<file path="config.mk">
export PLATFORM = sky130hd
export DESIGN_NAME = fp_convert_sequencer_flat
export DESIGN_NICKNAME = d
export VERILOG_FILES = /design/src/rtl/fp_convert_sequencer_if.sv /design/src/rtl/fp_convert_sequencer.sv /design/src/flat_wrapper.sv
export SDC_FILE = /design/constraint.sdc
export NUM_CORES = 1
export LEC_CHECK = 0
export CAP_MARGIN = 40
export CORE_ASPECT_RATIO = 1.1
export CORE_MARGIN = 4
export CORE_UTILIZATION = 50
export CTS_BUF_LIST = sky130_fd_sc_hd__clkbuf_4
export CTS_CLUSTER_SIZE = 12
export DETAILED_ROUTE_END_ITERATION = 16
export HOLD_SLACK_MARGIN = 0.1
export PLACE_DENSITY = 0.73
export SLEW_MARGIN = 10
export SYNTH_ARGS = -nofsm -noshare
export SYNTH_HDL_FRONTEND = slang
export SYNTH_SLANG_ARGS = --single-unit
</file>
<file path="constraint.sdc">
create_clock -name clk -period 4.55 [get_ports clk]
set_input_delay 0.455 -clock clk [delete_from_list [all_inputs] [get_ports clk]]
set_output_delay 0.455 -clock clk [all_outputs]
set_load 0.02 [all_outputs]
</file>
<file path="src/rtl/fp_convert_sequencer_if.sv">
// Handshake bundle for fp_convert_sequencer: the sample input side, the float result side and busy.
// The master modport is the source/consumer environment; the slave modport is the converter.
interface fp_convert_sequencer_if #(
  parameter int unsigned WIDTH = 13,
  parameter int unsigned MAN_W = 5,
  parameter int unsigned EXP_W = 4
);
  logic             in_valid;
  logic             in_ready;
  logic [WIDTH-1:0] D;
  logic             out_valid;
  logic             out_ready;
  logic             S;
  logic [EXP_W-1:0] E;
  logic [MAN_W-1:0] F;
  logic             busy;

  modport master (
    output in_valid, D, out_ready,
    input  in_ready, out_valid, S, E, F, busy
  );

  modport slave (
    input  in_valid, D, out_ready,
    output in_ready, out_valid, S, E, F, busy
  );
endinterface

</file>
<file path="src/rtl/fp_convert_sequencer.sv">
// Multi-cycle two's-complement to sign/exponent/mantissa converter with valid/ready on both sides.
// Optional FPCONV_STATS_EN adds conv_count and sat outputs; core timing is unchanged by it.
module fp_convert_sequencer #(
  parameter int unsigned WIDTH = 13,
  parameter int unsigned MAN_W = 5,
  parameter int unsigned EXP_W = 4
) (
  input  logic clk,
  input  logic rst,
  fp_convert_sequencer_if.slave bus
`ifdef FPCONV_STATS_EN
  ,
  output logic [15:0] conv_count,
  output logic [0:0]  sat
`endif
);

  // Exponent counter sized to hold every shift count plus a rounding carry without wrapping.
  localparam int unsigned CntW = $clog2(WIDTH + 2);
  localparam int unsigned ExpMax = (2 ** EXP_W) - 1;

  typedef enum logic [2:0] {StIdle, StConv, StNorm, StRnd, StDone} state_e;

  state_e           state_q;
  logic [WIDTH-1:0] d_q;
  logic [WIDTH-1:0] mag_q;
  logic [CntW-1:0]  exp_q;
  logic             rbit_q;

  logic [MAN_W:0]   rnd_sum;
  logic [MAN_W-1:0] rnd_man;
  logic [CntW-1:0]  rnd_exp;
  logic             rnd_sat;

  always_comb begin
    rnd_sum = {1'b0, mag_q[MAN_W-1:0]} + {{MAN_W{1'b0}}, rbit_q};
    rnd_man = rnd_sum[MAN_W-1:0];
    rnd_exp = exp_q;
    if (rnd_sum[MAN_W]) begin
      rnd_man = rnd_sum[MAN_W:1];
      rnd_exp = exp_q + 1'b1;
    end
    rnd_sat = (32'(rnd_exp) > ExpMax);
  end

  always_ff @(posedge clk) begin
    if (rst) begin
      state_q       <= StIdle;
      d_q           <= '0;
      mag_q         <= '0;
      exp_q         <= '0;
      rbit_q        <= 1'b0;
      bus.in_ready  <= 1'b1;
      bus.out_valid <= 1'b0;
      bus.busy      <= 1'b0;
      bus.S         <= 1'b0;
      bus.E         <= '0;
      bus.F         <= '0;
`ifdef FPCONV_STATS_EN
      conv_count    <= '0;
      sat           <= '0;
`endif
    end else begin
      unique case (state_q)
        StIdle: begin
          if (bus.in_valid) begin
            d_q          <= bus.D;
            state_q      <= StConv;
            bus.in_ready <= 1'b0;
            bus.busy     <= 1'b1;
          end
        end
        StConv: begin
          // Min negative maps to 2**(WIDTH-1), which still fits as unsigned.
          mag_q   <= d_q[WIDTH-1] ? (~d_q + 1'b1) : d_q;
          exp_q   <= '0;
          rbit_q  <= 1'b0;
          state_q <= StNorm;
        end
        StNorm: begin
          if ((mag_q >> MAN_W) != '0) begin
            rbit_q <= mag_q[0];
            mag_q  <= mag_q >> 1;
            exp_q  <= exp_q + 1'b1;
          end else begin
            state_q <= StRnd;
          end
        end
        StRnd: begin
          bus.S <= d_q[WIDTH-1];
          if (rnd_sat) begin
            bus.E <= '1;
            bus.F <= '1;
          end else begin
            bus.E <= rnd_exp[EXP_W-1:0];
            bus.F <= rnd_man;
          end
`ifdef FPCONV_STATS_EN
          sat <= rnd_sat;
`endif
          bus.out_valid <= 1'b1;
          state_q       <= StDone;
        end
        StDone: begin
          if (bus.out_ready) begin
            bus.out_valid <= 1'b0;
            bus.in_ready  <= 1'b1;
            bus.busy      <= 1'b0;
            state_q       <= StIdle;
`ifdef FPCONV_STATS_EN
            conv_count <= conv_count + 16'd1;
`endif
          end
        end
        default: begin
          state_q       <= StIdle;
          bus.in_ready  <= 1'b1;
          bus.out_valid <= 1'b0;
          bus.busy      <= 1'b0;
        end
      endcase
    end
  end

endmodule

</file>
<file path="src/flat_wrapper.sv">
// flat-port wrapper written by rule: the top's interface ports become plain ports
module fp_convert_sequencer_flat 
#(
  parameter int unsigned WIDTH = 13,
  parameter int unsigned MAN_W = 5,
  parameter int unsigned EXP_W = 4
)
  (clk, rst, bus_in_valid, bus_D, bus_out_ready, bus_in_ready, bus_out_valid, bus_S, bus_E, bus_F, bus_busy);
  fp_convert_sequencer_if #(.WIDTH(WIDTH), .MAN_W(MAN_W), .EXP_W(EXP_W)) bus_i ();
  input  logic clk;
  input  logic rst;
  input wire logic [$bits(bus_i.in_valid)-1:0] bus_in_valid;
  input wire logic [$bits(bus_i.D)-1:0] bus_D;
  input wire logic [$bits(bus_i.out_ready)-1:0] bus_out_ready;
  output wire logic [$bits(bus_i.in_ready)-1:0] bus_in_ready;
  output wire logic [$bits(bus_i.out_valid)-1:0] bus_out_valid;
  output wire logic [$bits(bus_i.S)-1:0] bus_S;
  output wire logic [$bits(bus_i.E)-1:0] bus_E;
  output wire logic [$bits(bus_i.F)-1:0] bus_F;
  output wire logic [$bits(bus_i.busy)-1:0] bus_busy;
  assign bus_i.in_valid = bus_in_valid;
  assign bus_i.D = bus_D;
  assign bus_i.out_ready = bus_out_ready;
  assign bus_in_ready = bus_i.in_ready;
  assign bus_out_valid = bus_i.out_valid;
  assign bus_S = bus_i.S;
  assign bus_E = bus_i.E;
  assign bus_F = bus_i.F;
  assign bus_busy = bus_i.busy;
  fp_convert_sequencer #(.WIDTH(WIDTH), .MAN_W(MAN_W), .EXP_W(EXP_W)) u_core (.clk(clk), .rst(rst), .bus(bus_i));
endmodule
</file>
==> results.sh <==
export IMPL_status="finished clean"
export IMPL_ant_nets=0
export IMPL_die_height_um=80.44
export IMPL_relSlewSlack_pct=49.70
export IMPL_dieWidth_um=73.85
export IMPL_synthDominantCellAreaShare_pct=39.45
export IMPL_required_ns=4.81
export IMPL_yosys_cell_types_count=56
export IMPL_routed_via_density=5.973
export IMPL_ys_flop_type="dfxtp_1"
export IMPL_synth_async_reset_ratio_pct=0
export IMPL_grt_pass1_wl_um=9190
export IMPL_port_buffers=29
export IMPL_grt_max_degree=50
export IMPL_layout_min_cycle_time_ns=2.161
export IMPL_synth_edf_count=0
export IMPL_cts_path_max_buffers=2
export IMPL_whs_ns=0.4666
export IMPL_antenna_found_initial=0
export IMPL_synth_common_cells="47 x dfxtp_1, 41 x nand2_1, 33 x a21oi_1"
export IMPL_drv_slew=0
export IMPL_wire_per_inst_um=14.62
export IMPL_cp_start_kind="flip-flop"
export IMPL_grt_remaining_overflow=0
export IMPL_fin_cells=366
export IMPL_syn_area_per_cell_sq_um=8.223
export IMPL_cts_htree_levels=2
export IMPL_fillers=466
export IMPL_dpl_cell_count=359
export IMPL_synthCells=290
export IMPL_syn_nets=311
export IMPL_worstMarginPinSlew_ns=0.7495
export IMPL_die_area_sq_mm=0.005940
export IMPL_numCtsBuffers=5
export IMPL_worstSkewPairLatency_ns=0.36
export IMPL_start_util_pct=51.63
export IMPL_cts_root_buf="clkbuf_4"
export IMPL_fin_nets=331
export IMPL_synthTopCellsByArea="dfxtp_1 39%, a21oi_1 6.9%, nand2_1 6.5%, nand3_1 2.9%, nor2_1 2.8%"
export IMPL_wl_um=5352
export IMPL_finalCritPeriodShare_pct=47.48
export IMPL_ir_drop_mv=0.2264
export IMPL_num_rows=26
export IMPL_gp_congestion=0.8189
export IMPL_synth_seq_area_share_pct=39.45
export IMPL_max_freq_mhz=462.9
export IMPL_cts_tree="built"
export IMPL_syn_to_final_growth_pct=14.22
export IMPL_cts_hold_buffers=0
export IMPL_synth_seq_cells=47
export IMPL_cts_clk_slew_worst_paths_ns=0.13
export IMPL_antenna_cells=0
export IMPL_cts_resized=0
export IMPL_synth_most_common_cell="dfxtp_1"
export IMPL_setup_tns_ns=0
export IMPL_track_usage_pct=19.23
export IMPL_drtIter0Drc=105
export IMPL_io_pins=30
export IMPL_fin_total_pwr_uw=933.7
export IMPL_dr_pass1_iters=5
export IMPL_synth_warnings=0
export IMPL_first_global_vias=2082
export IMPL_p_leak_uw=0.0009246
export IMPL_setup_viol=0
export IMPL_dp_hpwl_um=3751
export IMPL_maxCapViolations=0
export IMPL_core_area_sq_mm=0.004619
export IMPL_drc=0
export IMPL_cp_max_fo=11
export IMPL_rsz0062_at_grt="no"
export IMPL_post_cts_buffers=0
export IMPL_crit_type="flip-flop to flip-flop"
export IMPL_end_kind="flip-flop"
export IMPL_worst_endpoint_arrival_ns=2.42
export IMPL_syn_area_sq_mm=0.002385
export IMPL_yosysTopAreaCell="dfxtp_1"
export IMPL_drive_above_1_share_pct=6.774
export IMPL_numClockSinks=47
export IMPL_hold_viol_final=0
export IMPL_power_density_mw_per_mm2=342.8
export IMPL_post_route_util_pct=58.97
export IMPL_vias=2186
export IMPL_holdCritPathClass="flip-flop to flip-flop"
export IMPL_skew_ns=0.007554
==> power by group <==
part / internal [uW] / switching, uW
sequential: 448 / 50.9
combinational: 113 / 138
clock: 55.0 / 129
==> flip-flops by register name, summed over array words and instances (netlist names) <==
register,count
u_core.exp_q,4
u_core.bus.out_valid,1
u_core.bus.S,1
u_core.mag_q,13
u_core.d_q,13
u_core.bus.busy,1
u_core.rbit_q,1
u_core.bus.in_ready,1
u_core.bus.F,5
u_core.bus.E,4
u_core.state_q,3
==> cell type report <==
class | count | area [sq um] | share of cell area [%]
Clock buffer | 5 | 37.54 | 1.378
Clock inverter | 2 | 8.758 | 0.3215
Inverter | 7 | 26.28 | 0.9646
Multi-Input combinational cell | 216 | 1323 | 48.55
Sequential cell | 47 | 940.9 | 34.54
Tap cell | 56 | 70.07 | 2.572
Timing Repair Buffer | 33 | 317.8 | 11.67
==> layout by cell type (no fill, tap or decap), types with 3 or more instances in the layout <==
master           count
dfxtp_1             47
a311oi_1             5
clkdlybuf4s50_1     29
nand2b_1             4
a21o_1               4
a21oi_1             33
or3b_2               3
o211ai_1             5
nand3_1             14
nor3_1              11
inv_1                7
nor4_1               3
nand2_1             41
a211oi_1             4
or4_1                7
xnor2_1              5
nor2_1              18
a31oi_1              4
clkbuf_4             5
buf_4                3
nor3b_1              4
xor2_1               5
o21ai_0              3
ha_1                 4
==> cell families (layout without fill, tap and decap cells) <==
| kind of cell | Yosys count | in the layout | share of synthesized area (%) |
|---|---|---|---|
| AO/OA/AOI/OAI | 80 | 80 | 22.82 |
| XOR/XNOR | 10 | 10 | 3.672 |
| adder cells (fa/ha/maj) | 4 | 4 | 2.099 |
| buffers and inverters | 27 | 47 | 5.352 |
| flip-flops | 47 | 47 | 39.45 |
| multiplexers | 1 | 1 | 0.4722 |
| AND/OR/NAND/NOR | 121 | 121 | 26.13 |
==> routing by layer <==
metal	global-route usage [%]	share of wire [%]	routed length, um
met2	34.66	50	2660
met4	5.254	1.8	94
met5	0	0	0
met3	4.130	5.0	266
met1	22.52	44	2331
==> final timing paths <==
kind                                 startpoint                to  slack (ns)  cells past startpoint
worst max register to register  u_core.mag_q[8]  u_core.mag_q[11]        2.39                      4
worst max-delay path            u_core.mag_q[8]  u_core.mag_q[11]        2.39                      4
worst min-delay path            u_core.bus.F[2]   u_core.bus.F[2]        0.47                      2
worst min register to register  u_core.bus.F[2]   u_core.bus.F[2]        0.47                      2
==> metrics by stage <==
stage / area [sq um] / setup slack, ns
finish: 2724 / 2.389
global route: 2724 / 2.252
CTS: 2724 / 2.387
detailed placement: 2678 / 2.406
global placement: 2673 / 2.180
floorplan: 2385 / 2.722
==> critical path: stages (launching register included) <==
cell	delay [ns]
dfxtp_1	0.35
or4_1	0.61
o21ai_1	0.64
nand2_1	0.17
o221a_2	0.30
No activity file was read; power rests on OpenSTA's default activity.
